<file path="src/rtl/ram_port_arbiter.sv">
// ram_port_arbiter: shares one synchronous RAM port among NUM_CH requesters.
// Round-robin grant, one transaction in flight, fixed RAM read latency.
// Optional macro RAM_ARB_LOCK_EN adds the chLock port, which keeps the grant
// on one channel across transactions (atomic read-modify-write).
//
// state | meaning
// IDLE  | no transaction; arbitrate among eligible channels
// ISSUE | RAM strobe driven for one cycle, granted channel busy
// WAIT  | read in flight, counting down the RAM latency
// DONE  | granted channel sees done for one cycle, read data valid
module ram_port_arbiter #(
  parameter int NUM_CH     = 2,
  parameter int ADDR_W     = 32,
  parameter int DATA_W     = 32,
  parameter int RD_LATENCY = 1
) (
  input  logic                     clk,
  input  logic                     reset,
  input  logic [NUM_CH*ADDR_W-1:0] chRamAddress,
  input  logic [NUM_CH*DATA_W-1:0] chRamWrite,
  input  logic [NUM_CH-1:0]        chReadReq,
  input  logic [NUM_CH-1:0]        chWriteReq,
`ifdef RAM_ARB_LOCK_EN
  input  logic [NUM_CH-1:0]        chLock,
`endif
  output logic [2*NUM_CH-1:0]      chStatus,
  output logic [DATA_W-1:0]        chRamRead,
  output logic [ADDR_W-1:0]        phRamAddress,
  output logic [DATA_W-1:0]        phRamWrite,
  output logic                     phReadReq,
  output logic                     phWriteReq,
  input  logic [DATA_W-1:0]        phRamRead
);

  localparam int PTR_W = $clog2(NUM_CH);
  localparam int CNT_W = (RD_LATENCY > 1) ? $clog2(RD_LATENCY) : 1;

  typedef enum logic [1:0] {IDLE, ISSUE, WAIT, DONE} stateT;

  stateT            state;
  logic [PTR_W-1:0] ptr;
  logic [PTR_W-1:0] g;
  logic [CNT_W-1:0] waitCnt;
  logic [NUM_CH-1:0] armed;
  logic [NUM_CH-1:0] req;
  logic [NUM_CH-1:0] elig;
  logic             grantValid;
  logic [PTR_W-1:0] pick;
  logic [PTR_W-1:0] rrSel;
  int               rrIdx;
  logic [ADDR_W-1:0] selAddr;
  logic [DATA_W-1:0] selWdata;
  logic             selWr;
`ifdef RAM_ARB_LOCK_EN
  logic             lockActive;
`endif

  assign req  = chReadReq | chWriteReq;
  assign elig = armed & req;

  // Round-robin search from ptr+1; a held lock overrides it with the locked channel.
  always_comb begin
    grantValid = 1'b0;
    pick       = '0;
    rrIdx      = 0;
    rrSel      = '0;
    for (int k = 1; k <= NUM_CH; k++) begin
      rrIdx = int'(ptr) + k;
      if (rrIdx >= NUM_CH) rrIdx = rrIdx - NUM_CH;
      rrSel = PTR_W'(rrIdx);
      if (!grantValid && elig[rrSel]) begin
        grantValid = 1'b1;
        pick       = rrSel;
      end
    end
`ifdef RAM_ARB_LOCK_EN
    if (lockActive && chLock[g]) begin
      grantValid = elig[g];
      pick       = g;
    end
`endif
  end

  // Request fields of the channel about to be granted; write wins over read.
  always_comb begin
    selAddr  = chRamAddress[pick*ADDR_W +: ADDR_W];
    selWdata = chRamWrite[pick*DATA_W +: DATA_W];
    selWr    = chWriteReq[pick];
  end

  // Arbitration FSM with registered RAM strobes, status and read data.
  always_ff @(posedge clk or negedge reset) begin
    if (!reset) begin
      state        <= IDLE;
      ptr          <= PTR_W'(NUM_CH - 1);
      g            <= '0;
      waitCnt      <= '0;
      armed        <= '1;
      chStatus     <= '0;
      chRamRead    <= '0;
      phRamAddress <= '0;
      phRamWrite   <= '0;
      phReadReq    <= 1'b0;
      phWriteReq   <= 1'b0;
`ifdef RAM_ARB_LOCK_EN
      lockActive   <= 1'b0;
`endif
    end else begin
      // armed drops when a channel's done cycle ends, and comes back once its
      // request is seen low, so a requester slow to drop is not served twice.
      for (int i = 0; i < NUM_CH; i++) begin
        if (state == DONE && g == PTR_W'(i)) armed[i] <= 1'b0;
        else if (!req[i])                    armed[i] <= 1'b1;
      end

      case (state)
        IDLE: begin
`ifdef RAM_ARB_LOCK_EN
          if (lockActive && !chLock[g]) lockActive <= 1'b0;
`endif
          if (grantValid) begin
            g            <= pick;
            ptr          <= pick;
            phRamAddress <= selAddr;
            phRamWrite   <= selWdata;
            phWriteReq   <= selWr;
            phReadReq    <= !selWr;
            chStatus[pick*2 +: 2] <= 2'b01;
            state        <= ISSUE;
          end
        end
        ISSUE: begin
          phReadReq  <= 1'b0;
          phWriteReq <= 1'b0;
          // phWriteReq still holds this transaction's op during ISSUE.
          if (phWriteReq) begin
            chStatus[g*2 +: 2] <= 2'b10;
            state              <= DONE;
          end else begin
            waitCnt <= CNT_W'(RD_LATENCY - 1);
            state   <= WAIT;
          end
        end
        WAIT: begin
          if (waitCnt == '0) begin
            chRamRead          <= phRamRead;
            chStatus[g*2 +: 2] <= 2'b10;
            state              <= DONE;
          end else begin
            waitCnt <= waitCnt - 1'b1;
          end
        end
        DONE: begin
          chStatus <= '0;
`ifdef RAM_ARB_LOCK_EN
          lockActive <= chLock[g];
`endif
          state <= IDLE;
        end
        default: state <= IDLE;
      endcase
    end
  end

endmodule

</file>
<file path="config.mk">
export PLATFORM = sky130hd
export DESIGN_NAME = ram_port_arbiter
export DESIGN_NICKNAME = d
export VERILOG_FILES = /design/src/rtl/ram_port_arbiter.sv
export SDC_FILE = /design/constraint.sdc
export NUM_CORES = 1
export LEC_CHECK = 0
export CAP_MARGIN = 20
export CORE_UTILIZATION = 35
export CTS_CLUSTER_DIAMETER = 100
export DETAILED_ROUTE_END_ITERATION = 10
export PLACE_DENSITY = 0.78
export SLEW_MARGIN = 20
export SYNTH_ARGS = -nofsm -noshare
export SYNTH_HDL_FRONTEND = slang
export SYNTH_SLANG_ARGS = --single-unit
</file>
<file path="constraint.sdc">
create_clock -name clk -period 2.9 [get_ports clk]
set_clock_uncertainty 0.15 [all_clocks]
set_input_delay 0.58 -clock clk [delete_from_list [all_inputs] [get_ports clk]]
set_output_delay 0.58 -clock clk [all_outputs]
set_load 0.005 [all_outputs]
</file>
* Word-level counts from Yosys, hierarchy flattened
Cells that the tools add are included.
Operators by class: $add $sub $neg 7, magnitude comparators 5, equal/unequal tests 9, shift-type cells 6, muxes and demuxes 33, bitwise operators 4, reductions and logical operators 14
Operators with widths (number):
- 64-bit by 7-bit indexed part select with 32-bit output | 2
- 2-bit negator with 34-bit output | 2
- 2-bit by 34-bit variable shift with 4-bit output (first input constant) | 2
- 2-bit by 34-bit indexed part select with 4-bit output (first input constant) | 2
- 1-bit two-way mux | 21
- 4-bit case mux with 4 select lines | 1
- 4-bit two-way mux | 3
- 2-bit AND reduction | 5
- 4-bit bitwise mux | 2
- 2-bit inequality test (second input constant) | 4
- 2-bit case mux with 4 select lines | 1
- 1-bit by 2-bit less-than comparator with 1-bit output (second input constant) | 3
- 1-bit case mux with 2 select lines | 3
- 2-bit equality test (second input constant) | 2
- 2-bit two-way mux | 2
- 2-bit by 1-bit inequality test with 1-bit output (second input constant) | 2
- 2-bit nonzero test | 2
- 1-bit by 2-bit adder with 3-bit output (second input constant) | 1
- 3-bit by 2-bit >= comparator with 1-bit output (second input constant) | 1
- 1-bit logical AND | 3
- 3-bit AND reduction | 1
- 1-bit subtractor (second input constant) | 3
- 1-bit by 1-bit adder with 2-bit output (second input constant) | 1
- 2-bit bitwise AND | 1
- other kinds (6) | 8
Storage, ports and cells: register bits after elaboration 109, input bits 166, output and inout port bits 102, logic and storage cells 90

* Longest topological paths before layout
depth in word-level cells 14, depth in mapped cells 8, mapped depth without buffers 6

* Worst setup path after synthesis
No wires, ideal clock.
path kind input port to flip-flop, start input chWriteReq[0], end register chStatus[3], library setup time 0.127 ns, data arrival time 1.579 ns, data required time 2.623 ns, path slack 1.043 ns, stages on the path 7, path through o21a_1 -> a21o_1 -> buf_6 -> buf_6 -> buf_6 -> a21oi_1 -> o22ai_1
On the way: cells in the longest elaborated chain, start to end 13
RTL lines:
- start: declaration | line 22 | input logic [NUM_CH-1:0] chWriteReq,
- 2-bit OR (*) | line 58 | assign req = chReadReq | chWriteReq;
- 2-bit bitwise AND (*) | line 59 | assign elig = armed & req;
- 1-bit two-way mux (implied by the code) (2 in a row) | line 71 | if (!grantValid && elig[rrSel]) begin
- 1-bit two-way mux | line 71
- 1-bit zero test | line 71
- 1-bit logical AND | line 71
- 1-bit two-way mux | line 71
- 2-bit negator with 34-bit output | line 128 | chStatus[pick*2 +: 2] <= 2'b01;
- 2-bit by 34-bit indexed part select with 4-bit output or 2-bit by 34-bit variable shift with 4-bit output (tied branches) | line 128
- 4-bit bitwise mux | line 128
- 4-bit two-way mux | line 121 | if (grantValid) begin
- 4-bit case mux with 4 select lines | line 116 | case (state)
- end signal: indexed assignment | line 128
- end signal: indexed assignment | line 137 | chStatus[g*2 +: 2] <= 2'b10;
- end signal: indexed assignment | line 147 | chStatus[g*2 +: 2] <= 2'b10;
- end: declaration | line 26 | output logic [2*NUM_CH-1:0] chStatus,
Mark *: on every way between the ends. The rest lies on a longest branch, timed or not. The select of a mux whose other input is x is not followed. A chain may end at the register's enable or synchronous reset.

* Final worst setup path
start input chWriteReq[0], end register phRamAddress[24]
On the way: cells in the longest elaborated chain, start to end 9
RTL lines:
- 2-bit OR (*) | line 58
- 2-bit bitwise AND (*) | line 59
- 1-bit two-way mux (implied by the code) (2 in a row) | line 71
- 1-bit two-way mux | line 71
- 1-bit zero test | line 71
- 1-bit logical AND | line 71
- 1-bit two-way mux | line 71
- 64-bit by 7-bit indexed part select with 32-bit output or 2-bit AND reduction (tied branches)
- end signal: assignment | line 124 | phRamAddress <= selAddr;
- end: declaration | line 28 | output logic [ADDR_W-1:0] phRamAddress,
Marked as above.

==> impl_metrics.json <==
{
  "achievable-frequency_mhz": 447,
  "clock_tree.root_cell": "clkbuf_16",
  "ir_drop_mv": 0.472,
  "ant_nets": 0,
  "grt_pass1_vias": 4126,
  "gp_congestion": 0.804,
  "power_density_nw_per_um2": 983,
  "timing_hold_violations_final": 0,
  "die_width_um": 119,
  "grt_setup_unrepaired": "false",
  "core_area_um2": 13300,
  "slew_violations": 0,
  "most_instantiated_cells_after_synthesis": "105 x dfrtp_1, 67 x nand2_1, 65 x mux2i_1, 39 x o21ai_0, 32 x mux2_2",
  "cts.path.max_buffers": 2,
  "grt_antenna_before_repair": 0,
  "die-area_um2": 14100,
  "ctsResizeCount": 0,
  "cts_tree": "yes",
  "finalWorstPathRequiredPeriod_ns": 2.24,
  "yosysWarnings": 0,
  "synth_cell_types": 32,
  "max-slew-margin-rel_pct": 60.0,
  "hp-class": "input port to asynchronous set/reset pin",
  "synth_area_leaders": "dfrtp_1 55%, mux2i_1 14%, mux2_2 7.5%",
  "avgRoutedWirePerCell_um": 14.9,
  "static_leakage_power_uw": 0.00349,
  "seq_area_um2": 2710,
  "synth_enable_flop_cells": 0,
  "r2r_cells": 5,
  "path_class": "input port to flop",
  "grt_first_pass_wirelength_um": 20300,
  "timing.critical_path.required_ns": 2.96,
  "postSynthNetCount": 582,
  "wirelength_um": 12600,
  "multi_input_comb_area_um2": 1900,
  "die_ht_um": 119,
  "n_antenna_cell": 0,
  "synthDominantAreaCellType": "dfrtp_1",
  "vias_per_cell": 4.71,
  "async_reset_ff_share_pct": 100,
  "count_of_max_cap_constraint_violations": 0,
  "grt_usage_pct": 18.2,
  "critical_path_peak_fanout": 25,
  "vias": 3998,
  "worst_ep_arrival_time_ns": 2.30,
  "htreeDepth": 3,
  "clkLatencyLatePin_ns": 0.34,
  "postCtsSetupRepairBufs": 0,
  "worstMarginPinSlew_ns": 0.600,
  "clk_transition_reported_paths_ns": 0.07,
  "synth_area_per_cell_um2": 11.6,
  "rows": 42,
  "drtIter0Drc": 139,
  "num-fill-cells": 1113,
  "number_of_nets_in_the_finished_design": 839,
  "drt_pre_antenna_iters": 4,
  "place_hpwl_um": 9730,
  "top_area_cell_type_share_of_the_netlist_area_pct": 55.0,
  "outcome": "completed",
  "yosys_register_bits": 108,
  "overflow": 0,
  "syn-instance-count": 411,
  "grt_start_max_net_pins": 133,
  "r2r_slack_ns": 0.90,
  "setup-tns-final_ns": 0,
  "worst_setup_path_startpoint": "chWriteReq[0]",
  "ioPinCount": 268,
  "route.detailed.drc": 0,
  "rr_startpoint": "armed[0]",
  "cts.sinks": 108,
  "area_delta_synth_final_pct": 65.1,
  "post_route_cells_drive_above_1_share_pct": 8.77,
  "critical_path.endpoint_type": "flop",
  "cell_area_synth_um2": 4770,
  "numPortBuffers": 267,
  "crit_path_start_kind": "input port",
  "hold_ws_ns": 0.0897,
  "final_period_utilization_pct": 77.2,
  "synth_most_common_cell": "dfrtp_1",
  "synth_sequential_area_ratio_pct": 56.7,
  "initial_core_util_pct": 35.9,
  "ys.flop_type": "dfrtp_1",
  "cts-buffers-inserted": 9,
  "timing.final.setup_violations": 0,
  "postCtsHoldBufs": 0
}
[power by group]
group	total [µW]	switching, µW	leakage [µW]	internal, µW
clock	1120	520	0.000139	602
sequential	2700	423	0.00132	2270
combinational	3930	1600	0.00203	2330
[final timing paths]
check                                   end
max in group asynchronous  phRamAddress[26]
min                                       g
min in group clk            phRamAddress[2]
min reg2reg                 phRamAddress[2]
max                        phRamAddress[24]
max reg2reg                phRamAddress[24]
[worst max-delay path: stages]
cell	delay, ns
clkdlybuf4s50_1	0.51
o21a_1	0.28
a21o_4	0.33
buf_12	0.25
mux2i_1	0.24
o21ai_1	0.07
[state kept, by name, summed over array words and instances, names as in the netlist, 2 cells and up]
name / count
armed: 2
chRamRead: 32
chStatus: 4
phRamAddress: 32
phRamWrite: 32
state: 2
[per-stage QoR]
step	setup slack, ns	power [µW]	cells	area [µm²]	utilization, %
6_report	0.662	7750	849	7880	59.3
5_1_grt	0.581	8300	849	7880	59.3
2_1_floorplan	1.04	4640	411	4770	-
3_3_place_gp	0.393	6550	833	7610	57.2
4_1_cts	0.672	7860	849	7880	59.3
3_5_place_dp	0.319	6710	833	7610	57.2
[cell usage in the layout (no fill, tap or decap), types with 6 or more instances in the layout]
cell type,count
clkdlybuf4s50_1,266
dfrtp_1,105
nand2_1,67
mux2i_1,65
o21ai_0,39
mux2_2,32
o21ai_1,29
clkbuf_16,9
nor2_1,6
inv_1,6
a21oi_1,6
[area by class of cell]
cell class | count | area share [%]
Inverter | 6 | 0.286
Multi-Input combinational cell | 270 | 24.1
Timing Repair Buffer | 273 | 35.1
Clock buffer | 11 | 3.08
Tap cell | 176 | 2.79
Clock inverter | 5 | 0.365
Sequential cell | 108 | 34.3
[logic make-up after synthesis]
family / share of synthesized area [%]
DFF: 56.7
muxes: 21.2
AOI/OAI and AO/OA: 10.8
and+or+nand+nor: 6.16
buffers and inverters: 3.88
adders and majority gates: 1.31
[routing by layer]
layer	global-route usage [%]	up-vias	share of wire, %
li1	-	1939	-
met1	21.6	1863	41
met2	31.4	183	50
met3	5.31	13	8.0
met4	6.33	0	1.4
met5	0	-	0
Note: power is estimated with default switching activity, not from simulation.
